`src/rtl/keypad_code_lock.sv`:
```
//==============================================================================
// Module      : keypad_code_lock
// Description : Collects scan-stage key pulses into a fixed-length entry and
//               compares it to CODE. Drives a timed unlock, a fail pulse and a
//               timed lockout. Optional inter-key timeout: KEYPAD_LOCK_TIMEOUT_EN.
// Revision    : 1.0 - initial release
//==============================================================================
`timescale 1ns/1ps
`default_nettype none

module keypad_code_lock #(
    parameter int unsigned             CODE_LEN       = 4,
    parameter logic [2*CODE_LEN-1:0]   CODE           = 8'b10_01_00_10,
    parameter int unsigned             MAX_FAIL       = 3,
    parameter int unsigned             OPEN_CYCLES    = 1000,
    parameter int unsigned             LOCKOUT_CYCLES = 5000,
    parameter int unsigned             TIMEOUT_CYCLES = 10000
) (
    input  logic                            clk,
    input  logic                            rst,
    input  logic [2:0]                      key_pulse,
    input  logic                            clear,
    output logic                            unlocked,
    output logic                            fail,
    output logic                            locked_out,
    output logic [$clog2(CODE_LEN+1)-1:0]   entry_count,
    output logic                            timeout
);

    localparam int unsigned CNT_W  = $clog2(CODE_LEN + 1);
    localparam int unsigned FAIL_W = $clog2(MAX_FAIL + 1);
    localparam int unsigned OL_MAX = (OPEN_CYCLES > LOCKOUT_CYCLES) ? OPEN_CYCLES : LOCKOUT_CYCLES;
`ifdef KEYPAD_LOCK_TIMEOUT_EN
    localparam int unsigned CYC_MAX = (TIMEOUT_CYCLES > OL_MAX) ? TIMEOUT_CYCLES : OL_MAX;
`else
    localparam int unsigned CYC_MAX = OL_MAX;
`endif
    localparam int unsigned CYC_W  = $clog2(CYC_MAX + 1);

    localparam logic [CYC_W-1:0]  C_OPEN_LAST = CYC_W'(OPEN_CYCLES - 1);
    localparam logic [CYC_W-1:0]  C_LOCK_LAST = CYC_W'(LOCKOUT_CYCLES - 1);
`ifdef KEYPAD_LOCK_TIMEOUT_EN
    localparam logic [CYC_W-1:0]  C_TMO_LAST  = CYC_W'(TIMEOUT_CYCLES - 1);
`endif
    localparam logic [CNT_W-1:0]  C_LAST_IDX  = CNT_W'(CODE_LEN - 1);
    localparam logic [FAIL_W-1:0] C_FAIL_LIM  = FAIL_W'(MAX_FAIL);

    if (CODE_LEN < 1 || CODE_LEN > 8 || MAX_FAIL < 1 || OPEN_CYCLES < 1 ||
        LOCKOUT_CYCLES < 1 || TIMEOUT_CYCLES < 1) begin : g_bad_params
        $error("keypad_code_lock: illegal parameter value");
    end

    typedef enum logic [2:0] {
        S_IDLE    = 3'd0,
        S_ENTRY   = 3'd1,
        S_CHECK   = 3'd2,
        S_OPEN    = 3'd3,
        S_LOCKOUT = 3'd4
    } state_t;

    state_t                  state_q, state_d;
    logic [CNT_W-1:0]        cnt_q, cnt_d;
    logic [2*CODE_LEN-1:0]   buf_q, buf_d;
    logic                    inv_q, inv_d;
    logic [FAIL_W-1:0]       fail_cnt_q, fail_cnt_d;
    logic [CYC_W-1:0]        cyc_q, cyc_d;
    logic                    unlocked_q, unlocked_d;
    logic                    fail_q, fail_d;
    logic                    locked_out_q, locked_out_d;
    logic                    timeout_q, timeout_d;

    logic                    w_press;
    logic [1:0]              w_sym;
    logic                    w_sym_bad;
    logic [FAIL_W-1:0]       w_fail_inc;

    // clear takes priority over a simultaneous press in every state
    always_comb begin
        w_press   = (key_pulse != 3'b000) && !clear;
        w_sym     = 2'd0;
        w_sym_bad = 1'b0;
        case (key_pulse)
            3'b001:  w_sym = 2'd0;
            3'b010:  w_sym = 2'd1;
            3'b100:  w_sym = 2'd2;
            default: w_sym_bad = 1'b1;
        endcase
    end

    assign w_fail_inc = fail_cnt_q + FAIL_W'(1);

    always_comb begin
        state_d    = state_q;
        cnt_d      = cnt_q;
        buf_d      = buf_q;
        inv_d      = inv_q;
        fail_cnt_d = fail_cnt_q;
        cyc_d      = cyc_q;
        fail_d     = 1'b0;
        timeout_d  = 1'b0;

        unique case (state_q)
            S_IDLE: begin
                if (w_press) begin
                    buf_d[1:0] = w_sym;
                    inv_d      = w_sym_bad;
                    cnt_d      = CNT_W'(1);
                    cyc_d      = '0;
                    state_d    = (CODE_LEN == 1) ? S_CHECK : S_ENTRY;
                end
            end
            S_ENTRY: begin
                if (clear) begin
                    state_d = S_IDLE;
                    cnt_d   = '0;
                    inv_d   = 1'b0;
                end else if (w_press) begin
                    for (int i = 0; i < CODE_LEN; i++) begin
                        if (cnt_q == CNT_W'(i)) buf_d[2*i +: 2] = w_sym;
                    end
                    inv_d = inv_q | w_sym_bad;
                    cnt_d = cnt_q + CNT_W'(1);
                    cyc_d = '0;
                    if (cnt_q == C_LAST_IDX) state_d = S_CHECK;
`ifdef KEYPAD_LOCK_TIMEOUT_EN
                end else if (cyc_q == C_TMO_LAST) begin
                    state_d   = S_IDLE;
                    cnt_d     = '0;
                    inv_d     = 1'b0;
                    timeout_d = 1'b1;
                end else begin
                    cyc_d = cyc_q + CYC_W'(1);
`endif
                end
            end
            S_CHECK: begin
                cnt_d = '0;
                inv_d = 1'b0;
                cyc_d = '0;
                if ((buf_q == CODE) && !inv_q) begin
                    state_d    = S_OPEN;
                    fail_cnt_d = '0;
                end else begin
                    fail_d     = 1'b1;
                    fail_cnt_d = w_fail_inc;
                    state_d    = (w_fail_inc == C_FAIL_LIM) ? S_LOCKOUT : S_IDLE;
                end
            end
            S_OPEN: begin
                if (clear || (cyc_q == C_OPEN_LAST)) begin
                    state_d = S_IDLE;
                end else begin
                    cyc_d = cyc_q + CYC_W'(1);
                end
            end
            S_LOCKOUT: begin
                if (cyc_q == C_LOCK_LAST) begin
                    state_d    = S_IDLE;
                    fail_cnt_d = '0;
                end else begin
                    cyc_d = cyc_q + CYC_W'(1);
                end
            end
            default: begin
                state_d = S_IDLE;
                cnt_d   = '0;
                inv_d   = 1'b0;
            end
        endcase

        // level outputs follow the next state so they are registered with it
        unlocked_d   = (state_d == S_OPEN);
        locked_out_d = (state_d == S_LOCKOUT);
    end

    always_ff @(posedge clk or negedge rst) begin
        if (!rst) begin
            state_q      <= S_IDLE;
            cnt_q        <= '0;
            buf_q        <= '0;
            inv_q        <= 1'b0;
            fail_cnt_q   <= '0;
            cyc_q        <= '0;
            unlocked_q   <= 1'b0;
            fail_q       <= 1'b0;
            locked_out_q <= 1'b0;
            timeout_q    <= 1'b0;
        end else begin
            state_q      <= state_d;
            cnt_q        <= cnt_d;
            buf_q        <= buf_d;
            inv_q        <= inv_d;
            fail_cnt_q   <= fail_cnt_d;
            cyc_q        <= cyc_d;
            unlocked_q   <= unlocked_d;
            fail_q       <= fail_d;
            locked_out_q <= locked_out_d;
            timeout_q    <= timeout_d;
        end
    end

    assign unlocked    = unlocked_q;
    assign fail        = fail_q;
    assign locked_out  = locked_out_q;
    assign entry_count = cnt_q;
    assign timeout     = timeout_q;

endmodule

`default_nettype wire

```
`config.mk`:
```
export PLATFORM = sky130hd
export DESIGN_NAME = keypad_code_lock
export DESIGN_NICKNAME = d
export VERILOG_FILES = /design/src/rtl/keypad_code_lock.sv
export SDC_FILE = /design/constraint.sdc
export NUM_CORES = 1
export LEC_CHECK = 0
export BUFFER_PORTS_ARGS = -buffer_cell sky130_fd_sc_hd__buf_2
export CAP_MARGIN = 20
export CORE_AREA = 4 4 60 62
export CTS_CLUSTER_SIZE = 25
export DETAILED_ROUTE_END_ITERATION = 12
export DIE_AREA = 0 0 64 66
export GPL_ROUTABILITY_DRIVEN = 0
export PLACE_DENSITY = 0.9
export SLEW_MARGIN = 20
export SYNTH_ARGS = -nofsm -noshare
export SYNTH_HDL_FRONTEND = slang
export SYNTH_SLANG_ARGS = --single-unit
```
`constraint.sdc`:
```
create_clock -name clk -period 4.8 [get_ports clk]
set_clock_uncertainty 0.1 [all_clocks]
set_input_delay 0.72 -clock clk [delete_from_list [all_inputs] [get_ports clk]]
set_output_delay 0.72 -clock clk [all_outputs]
set_load 0.02 [all_outputs]
```
==> summary.txt, run 1 <==
Synth
  • Synthesized flop and latch total: 33
  • Synthesized area per cell: 9.80 µm²
  • Most common library cells after synthesis: dfrtp_1 (33), nor2_1 (17), nand2_1 (16), o21ai_0 (15), inv_1 (11)
  • Syn Inst Count: 187
  • Post-synth EDFFs: 0
  • Post-synthesis mux area share: 0.0546
  • Area contributors post-synth: dfrtp_1 (45%), mux2_2 (4.9%), ha_1 (4.8%), o21ai_0 (4.1%), xor2_1 (3.8%)
  • Largest family of logic cells by synthesized area: simple AND/OR/NAND/NOR gates
  • Seq/Total Area, Yosys: 0.451
  • Post-synthesis xor/xnor area fraction: 0.0382
  • Synth Area in Adders: 0.0478
  • Count leader, synth: dfrtp_1
  • Synth top area share: 0.451
  • Post-synthesis simple-gate area fraction: 0.220
  • Top FF cell, synth: dfrtp_1
  • Yosys cell types: 42
  • Post-Syn Area: 1830 µm²
  • Post-synth net total: 200
  • Synth Area in Compound Gates: 0.148
  • Ys Warns: 0
  • Biggest area consumer among synthesized cells: dfrtp_1
  • Async S/R FF share, synth: 1.00

Power
  • Static leakage: 0.000916 µW
  • Net Sw Frac: 0.271
  • Total power: 643 µW
  • Cell internal pwr: 469 µW
  • Clk pwr share: 0.338
  • Gate power share: 0.155
  • Psw: 174 µW
  • Sequential power share: 0.508
  • Peak VDD IR: 0.234 mV
  • PwrDens: 321 nW/µm²

Setup path
  • Crit Path Class: register to register
  • Crit-path max FO: 15
  • Worst Path Required: 4.98 ns
  • Worst setup EP type: register
  • Type of origin of the critical path: register
  • Critical path data arrival time: 2.31 ns

Global routing
  • Antenna violations before repair: 0
  • Largest net degree at the start of global routing: 34
  • Gr ovfl total: 0
  • GRT Util Overall: 0.180
  • First-pass GRT wire length: 5720 µm
  • Vias in the first global route: 1334

Detailed routing
  • Routed Antenna Nets: 0
  • DRT Pass-1 Iters: 4
  • Routed length per instance: 13.6 µm
  • WL met3: 147 µm
  • Drt total wl: 3340 µm
  • Starting DRT DRC Count: 70
  • Max Used Layer: met4
  • DRT met1 WL: 1500 µm
  • # DRC: 0
  • Avg Vias per Cell: 5.69
  • Vias post-DR: 1395
  • Met2 WL: 1620 µm

STA
  • Final Max Slew Viols: 0
  • Fmax: 0.470 GHz
  • Setup_tns: 0 ns
  • Tightest Pin Transition: 0.711 ns
  • Final worst setup slack: 2.67 ns
  • Fin crit share: 0.443
  • RSZ-0062 raised after global routing: false
  • Slew headroom: 0.526
  • Clock period minus worst slack: 2.13 ns
  • Finish-stage setup viols: 0
  • Final Hold Fails: 0

Run
  • Max-cap violations: 0

CTS
  • Reg clk slew, reported paths: 0.10 ns
  • Skew-Pair Late Insertion Delay: 0.34 ns
  • Post-CTS Setup Bufs: 0
  • TritonCTS buffer count: 5
  • Hold buffers post-CTS: 0
  • Post-CTS Resized: 0
  • CTS tree: built
  • Clk buf depth: 2
  • CTS H-Tree Depth: 2
  • Clk root buf: clkbuf_4
  • Sink Count: 33

Status
  • Status: finished clean

Floorplanning
  • Die W: 64 µm
  • Die area: 4220 µm²
  • Initial Util: 0.605
  • Core area: 3030 µm²
  • I/O pin count: 13
  • Die Y: 66 µm
  • Site Rows: 20

Place
  • DP HPWL: 2460 µm
  • Placement Setup Slack: 2.52 ns
  • I/O Buffers: 11

Min path
  • Hold Crit Class: input port to async pin

Cells and area
  • Post-layout nets: 213
  • Share of layout cells above drive strength 1: 0.164
  • Final core utilization: 0.662
  • Area growth from synthesis to layout: 9.42%
  • Final antenna diode count: 0
-- per-layer routing --
| layer | vias to the layer above | GRT usage |
|---|---|---|
| li1 | 692 | - |
| met1 | 667 | 0.201 |
| met2 | 27 | 0.301 |
| met3 | 9 | 0.0493 |
| met4 | 0 | 0.116 |
| met5 | - | 0 |
-- flip-flops by register name, indices dropped and copies added, names as in the netlist --
register	count
cyc_q	13
buf_q	8
entry_count	3
state_q	3
fail_cnt_q	2
fail	1
inv_q	1
locked_out	1
unlocked	1
-- cell type report --
class | instances | area [µm²]
flip-flops and latches | 33 | 826
multi-input cells | 137 | 936
clock buffers | 7 | 55.1
well taps | 44 | 55.1
inverters | 11 | 41.3
fillers | 245 | 1020
repair buffers | 12 | 62.6
clock inverters | 1 | 30.0
-- stage by stage --
| step | cells | hold WS, ns | instance area, µm² |
|---|---|---|---|
| after floorplan | 187 | 0.324 | 1830 |
| after global placement | 237 | 0.384 | 1920 |
| after detailed placement | 237 | 0.393 | 1920 |
| after CTS | 245 | 0.318 | 2010 |
| after global routing | 245 | 0.355 | 2010 |
| final | 245 | 0.309 | 2010 |
-- path summary, 6_finish.rpt --
path                          startpoint             to  slack [ns]  cells past startpoint
setup / recovery              state_q[0]       cyc_q[3]        2.67                      5
hold / removal                       rst       unlocked        0.31                      1
setup reg to reg              state_q[0]       cyc_q[3]        2.67                      5
hold reg to reg            fail_cnt_q[0]  fail_cnt_q[0]        0.40                      1
max in group asynchronous            rst       cyc_q[7]        3.82                      1
min in group clk           fail_cnt_q[0]  fail_cnt_q[0]        0.40                      1
-- kinds of logic (layout without fill, tap and decap cells) --
| kind of cell | after synthesis | in the layout |
|---|---|---|
| fa+ha+maj | 7 | 7 |
| compound gates | 38 | 38 |
| mux | 9 | 9 |
| buf+inv | 17 | 31 |
| xor+xnor | 8 | 8 |
| simple gates | 74 | 74 |
| other cells | 1 | 1 |
| flops | 33 | 33 |
-- critical path, cell delays in order (launching register included) --
cell	delay, ns
dfrtp_1	0.56
o21a_1	0.28
a31oi_4	0.28
o311ai_4	0.18
or4_1	0.50
a21oi_1	0.15
-- placed cells by master (no fill, tap or decap), drive strengths merged, types with 4 or more instances in the layout --
master  instances
xor2            8
clkbuf          7
a21oi           8
inv            11
nand4           7
mux2            8
nand3           6
dfrtp          33
o21ai          16
nand2          16
nor2           17
nor3            4
ha              7
o31ai           5
and3            4
buf            12
-- power by group through the flow --
stage | combinational, µW | sequential, µW | clock [µW]
2_1_floorplan | 69.4 | 329 | 0
3_3_place_gp | 96.5 | 330 | 0
3_5_place_dp | 99.5 | 332 | 0
4_1_cts | 100 | 327 | 224
5_1_grt | 115 | 333 | 236
6_report | 99.4 | 327 | 217
(Power assumes the default switching activity.)
==> run 2, diff against run 1 <==
CORE_AREA = 4 4 64 66   (was 4 4 60 62)
DIE_AREA = 0 0 68 70   (was 0 0 64 66)
PLACE_DENSITY = 0.84   (was 0.9)
clock period = 1.8 ns   (was 4.8 ns; I/O delays follow)
==> summary.txt, run 2 (synthesis results as in run 1) <==
Status
  • Status: complete, but fails checks
  • Violated checks: negative setup slack

STA
  • Slew headroom: 0.533
  • Finish-stage setup viols: 2
  • Setup_tns: -0.116 ns
  • Tightest Pin Transition: 0.700 ns
  • Final Max Slew Viols: 0
  • Clock period minus worst slack: 1.87 ns
  • Final worst setup slack: -0.0664 ns
  • Final Hold Fails: 0
  • Fmax: 0.536 GHz
  • Fin crit share: 1.04
  • RSZ-0062 raised after global routing: true

Setup path
  • Type of origin of the critical path: register
  • Reg2reg setup slack: -0.07 ns
  • Crit Path Class: register to register
  • Crit-path max FO: 3
  • Worst setup EP type: register
  • Worst Path Required: 1.98 ns
  • Critical path data arrival time: 2.05 ns

Place
  • I/O Buffers: 11
  • DP HPWL: 2860 µm

Cells and area
  • Final antenna diode count: 0
  • Most frequent cells in the layout: dfrtp_1 (33), buf_4 (28), nor2_1 (17)
  • Final core utilization: 0.633
  • Share of layout cells above drive strength 1: 0.301
  • Max reg flops: 13
  • Regs by FF count: cyc_q: 13 flops, buf_q: 8 flops
  • Largest reg by FF count: cyc_q
  • Area growth from synthesis to layout: 23.6%
  • Commonest non-fill, non-tap cell in the layout: dfrtp_1
  • Post-layout nets: 241

Floorplanning
  • Site Rows: 22
  • I/O pin count: 13
  • Die Y: 70 µm
  • Initial Util: 0.512
  • Die W: 68 µm
  • Core area: 3580 µm²
  • Die area: 4760 µm²

CTS
  • TritonCTS buffer count: 5
  • CTS tree: built
  • CTS H-Tree Depth: 2
  • Reg clk slew, reported paths: 0.11 ns
  • Skew-Pair Late Insertion Delay: 0.35 ns
  • Clk buf depth: 2
  • Clk root buf: clkbuf_4
  • Sink Count: 33

Power
  • Peak VDD IR: 0.510 mV
  • Net Sw Frac: 0.279
  • Psw: 498 µW
  • PwrDens: 786 nW/µm²
  • Clk pwr share: 0.337
  • Gate power share: 0.181
  • Cell internal pwr: 1280 µW
  • Static leakage: 0.00105 µW
  • Sequential power share: 0.482

Global routing
  • GRT Util Overall: 0.182
  • Vias in the first global route: 1555
  • First-pass GRT wire length: 6670 µm
  • Antenna violations before repair: 0
  • Largest net degree at the start of global routing: 34
  • Gr ovfl total: 0

Detailed routing
  • Routed Antenna Nets: 0
  • Vias post-DR: 1485
  • Drt total wl: 3870 µm
  • Routed length per instance: 14.0 µm
  • Avg Vias per Cell: 5.36
  • DRT Pass-1 Iters: 4
  • Starting DRT DRC Count: 57
  • # DRC: 0

Min path
  • Hold Crit Class: input port to register

Run
  • Max-cap violations: 0
run 2: cell count changes in the layout (fill, tap and decap cells not counted), sizes merged:
| cell | delta |
|---|---|
| buf | +27 |
| dlygate4sd3 | +1 |
| clkbuf | -1 |
| clkinvlp | +1 |
run 2: routing by layer:
layer	track usage	wire length, µm	up-vias
met2	0.317	2090	14
met4	0.0618	58	0
li1	-	-	744
met3	0.0579	115	7
met1	0.204	1610	720
met5	0	0	-
run 2: repair_timing:
action / 4_1_cts / 5_1_grt
pin swaps: 2 / 1
endpoints found under the hold margin: 33 / 0
setup buffers: 2 / 2
hold buffers: 1 / 0
endpoints found under the setup margin: 6 / 12
gates resized for setup: 1 / 9
gates cloned: 0 / 0
run 2: worst max-delay path, cell delays in order, from the launching register on:
cell	delay (ns)
dfrtp_1	0.40
ha_2	0.19
and4bb_2	0.23
nand4_1	0.15
o311ai_4	0.11
or4_1	0.49
a21oi_1	0.14
run 2: layout make-up:
| class | count | area (µm²) |
|---|---|---|
| fillers | 295 | 1310 |
| multi-input cells | 137 | 975 |
| flip-flops and latches | 33 | 826 |
| repair buffers | 40 | 275 |
| well taps | 48 | 60.1 |
| clock buffers | 6 | 51.3 |
| inverters | 11 | 41.3 |
| clock inverters | 2 | 37.5 |
run 2: metrics by stage:
stage / worst slack [ns] / cells / power, µW / hold WS (ns) / area (µm²)
after detailed placement: -0.0753 / 264 / 1190 / 0.263 / 2100
after CTS: -0.0622 / 275 / 1790 / 0.190 / 2210
after floorplan: -0.00876 / 187 / 1060 / -0.126 / 1840
after global placement: -0.0153 / 264 / 1170 / 0.262 / 2100
after global routing: -0.148 / 277 / 1880 / 0.184 / 2270
final: -0.0664 / 277 / 1780 / 0.218 / 2270
run 2: path summary, 6_finish.rpt:
path / from / end / depth (start not counted)
max reg2reg: cyc_q[0] / cyc_q[3] / 6
max in group asynchronous: rst / cyc_q[5] / 2
max: cyc_q[0] / cyc_q[3] / 6
min: clear / state_q[0] / 2
min in group asynchronous: rst / cyc_q[11] / 2
min reg2reg: fail_cnt_q[0] / fail_cnt_q[0] / 1
run 2: power by group through the flow:
stage          Combinational [µW]  Clock [µW]  Sequential, µW
2_1_floorplan                 185           0             877
4_1_cts                       320         612             859
5_1_grt                       368         647             868
6_report                      323         600             859
3_3_place_gp                  306           0             868
3_5_place_dp                  316           0             875
==> run 3, diff against run 2 <==
CELL_PAD_IN_SITES_DETAIL_PLACEMENT = 0   (was default)
CELL_PAD_IN_SITES_GLOBAL_PLACEMENT = 1   (was default)
CORE_AREA = 4 4 72 74   (was 4 4 64 66)
DIE_AREA = 0 0 76 78   (was 0 0 68 70)
PLACE_DENSITY = 0.83   (was 0.84)
==> summary.txt, run 3 (synthesis results as in run 1) <==
Floorplanning
  • Initial Util: 0.399
  • Die Y: 78 µm
  • I/O pin count: 13
  • Site Rows: 25
  • Core area: 4600 µm²
  • Die W: 76 µm
  • Die area: 5930 µm²

CTS
  • Clk buf depth: 2
  • TritonCTS buffer count: 5
  • Sink Count: 33
  • Clk root buf: clkbuf_8
  • CTS tree: built
  • CTS H-Tree Depth: 2
  • Skew-Pair Late Insertion Delay: 0.28 ns
  • Reg clk slew, reported paths: 0.07 ns

Min path
  • Hold Crit Class: input port to register

Cells and area
  • Final antenna diode count: 0
  • Most frequent cells in the layout: dfrtp_1 (32), buf_4 (28), nor2_1 (16), nand2_1 (16), o21ai_0 (12)
  • Post-layout nets: 241
  • Regs by FF count: cyc_q: 13 flops, buf_q: 8 flops
  • Max reg flops: 13
  • Largest reg by FF count: cyc_q
  • Final core utilization: 0.500
  • Share of layout cells above drive strength 1: 0.306
  • Area growth from synthesis to layout: 25.4%
  • Commonest non-fill, non-tap cell in the layout: dfrtp_1
  • Finished Layout Cells: 283

Detailed routing
  • Drt total wl: 3680 µm
  • Routed Antenna Nets: 0
  • Routed length per instance: 13.0 µm
  • Avg Vias per Cell: 5.22
  • # DRC: 0
  • Starting DRT DRC Count: 41
  • DRT Pass-1 Iters: 4
  • Vias post-DR: 1476

Global routing
  • Vias in the first global route: 1516
  • Antenna violations before repair: 0
  • GRT Util Overall: 0.140
  • First-pass GRT wire length: 6780 µm
  • Largest net degree at the start of global routing: 34
  • Gr ovfl total: 0

STA
  • RSZ-0062 raised after global routing: true
  • Final worst setup slack: -0.0833 ns
  • Finish-stage setup viols: 2
  • Fmax: 0.531 GHz
  • Final Hold Fails: 0
  • Fin crit share: 1.05
  • Final Max Slew Viols: 0
  • Clock period minus worst slack: 1.88 ns
  • Tightest Pin Transition: 0.502 ns
  • Slew headroom: 0.665

Status
  • Violated checks: negative setup slack
  • Status: complete, but fails checks

Setup path
  • Worst setup EP type: register
  • Worst Path Required: 1.91 ns
  • Crit Path Class: register to register
  • Type of origin of the critical path: register
  • Crit-path max FO: 4
  • Critical path data arrival time: 1.99 ns

Run
  • Max-cap violations: 0

Place
  • DP HPWL: 2800 µm
  • I/O Buffers: 11
  • Placed instance count: 271

Power
  • Peak VDD IR: 0.426 mV
  • PwrDens: 831 nW/µm²
  • Static leakage: 0.00107 µW
[run 3: final timing paths]
check / startpoint / end / slack [ns] / cells past startpoint
worst max-delay path: cyc_q[0] / cyc_q[3] / -0.08 / 6
worst min-delay path: clear / state_q[0] / 0.29 / 2
worst max register to register: cyc_q[0] / cyc_q[3] / -0.08 / 6
worst min register to register: fail_cnt_q[0] / fail_cnt_q[0] / 0.40 / 1
max in group asynchronous: rst / state_q[2] / 0.84 / 3
min in group asynchronous: rst / fail / 0.44 / 3
[run 3: repair_timing]
action                                  4_1_cts  5_1_grt
hold buffers                                  1        0
pin swaps                                     0        4
gates resized for setup                       1       11
endpoints found under the hold margin        33        0
setup buffers                                 1        2
endpoints found under the setup margin        3       14
[run 3: critical path: stages (launching register included)]
cell	delay [ns]
dfrtp_1	0.38
ha_2	0.19
and4bb_2	0.23
nand4_1	0.17
o311ai_4	0.12
or4_4	0.49
a21oi_2	0.13
[run 3: per-stage QoR]
| stage | TNS (ns) | hold slack, ns | instance area [µm²] | total power, µW | setup WS [ns] |
|---|---|---|---|---|---|
| after floorplan | -0.0175 | -0.126 | 1840 | 1060 | -0.00876 |
| after global placement | -0.0472 | 0.220 | 2120 | 1190 | -0.0294 |
| after detailed placement | -0.184 | 0.230 | 2120 | 1210 | -0.0854 |
| after CTS | -0.173 | 0.278 | 2250 | 1930 | -0.0943 |
| after global routing | -0.430 | 0.294 | 2300 | 2050 | -0.142 |
| final | -0.150 | 0.288 | 2300 | 1910 | -0.0833 |
[run 3: area by class of cell]
class                      count  area (µm²)
tap                           54        67.6
inverter                      11        41.3
timing repair buffer          40         275
clock buffer                   7        86.3
fill                         439        2300
sequential                    33         827
multi-input combinational    137         971
clock inverter                 1        30.0
[run 3: metal layers]
layer / wire, µm / track usage / share of wire
met4: 48 / 0.0427 / 0.013
met5: 0 / 0 / 0
met3: 126 / 0.0418 / 0.034
met1: 1650 / 0.170 / 0.45
met2: 1860 / 0.238 / 0.50
[run 3: report_power, final]
group | internal, µW | switching [µW]
Clock | 451 | 256
Sequential | 810 | 46.5
Combinational | 164 | 182
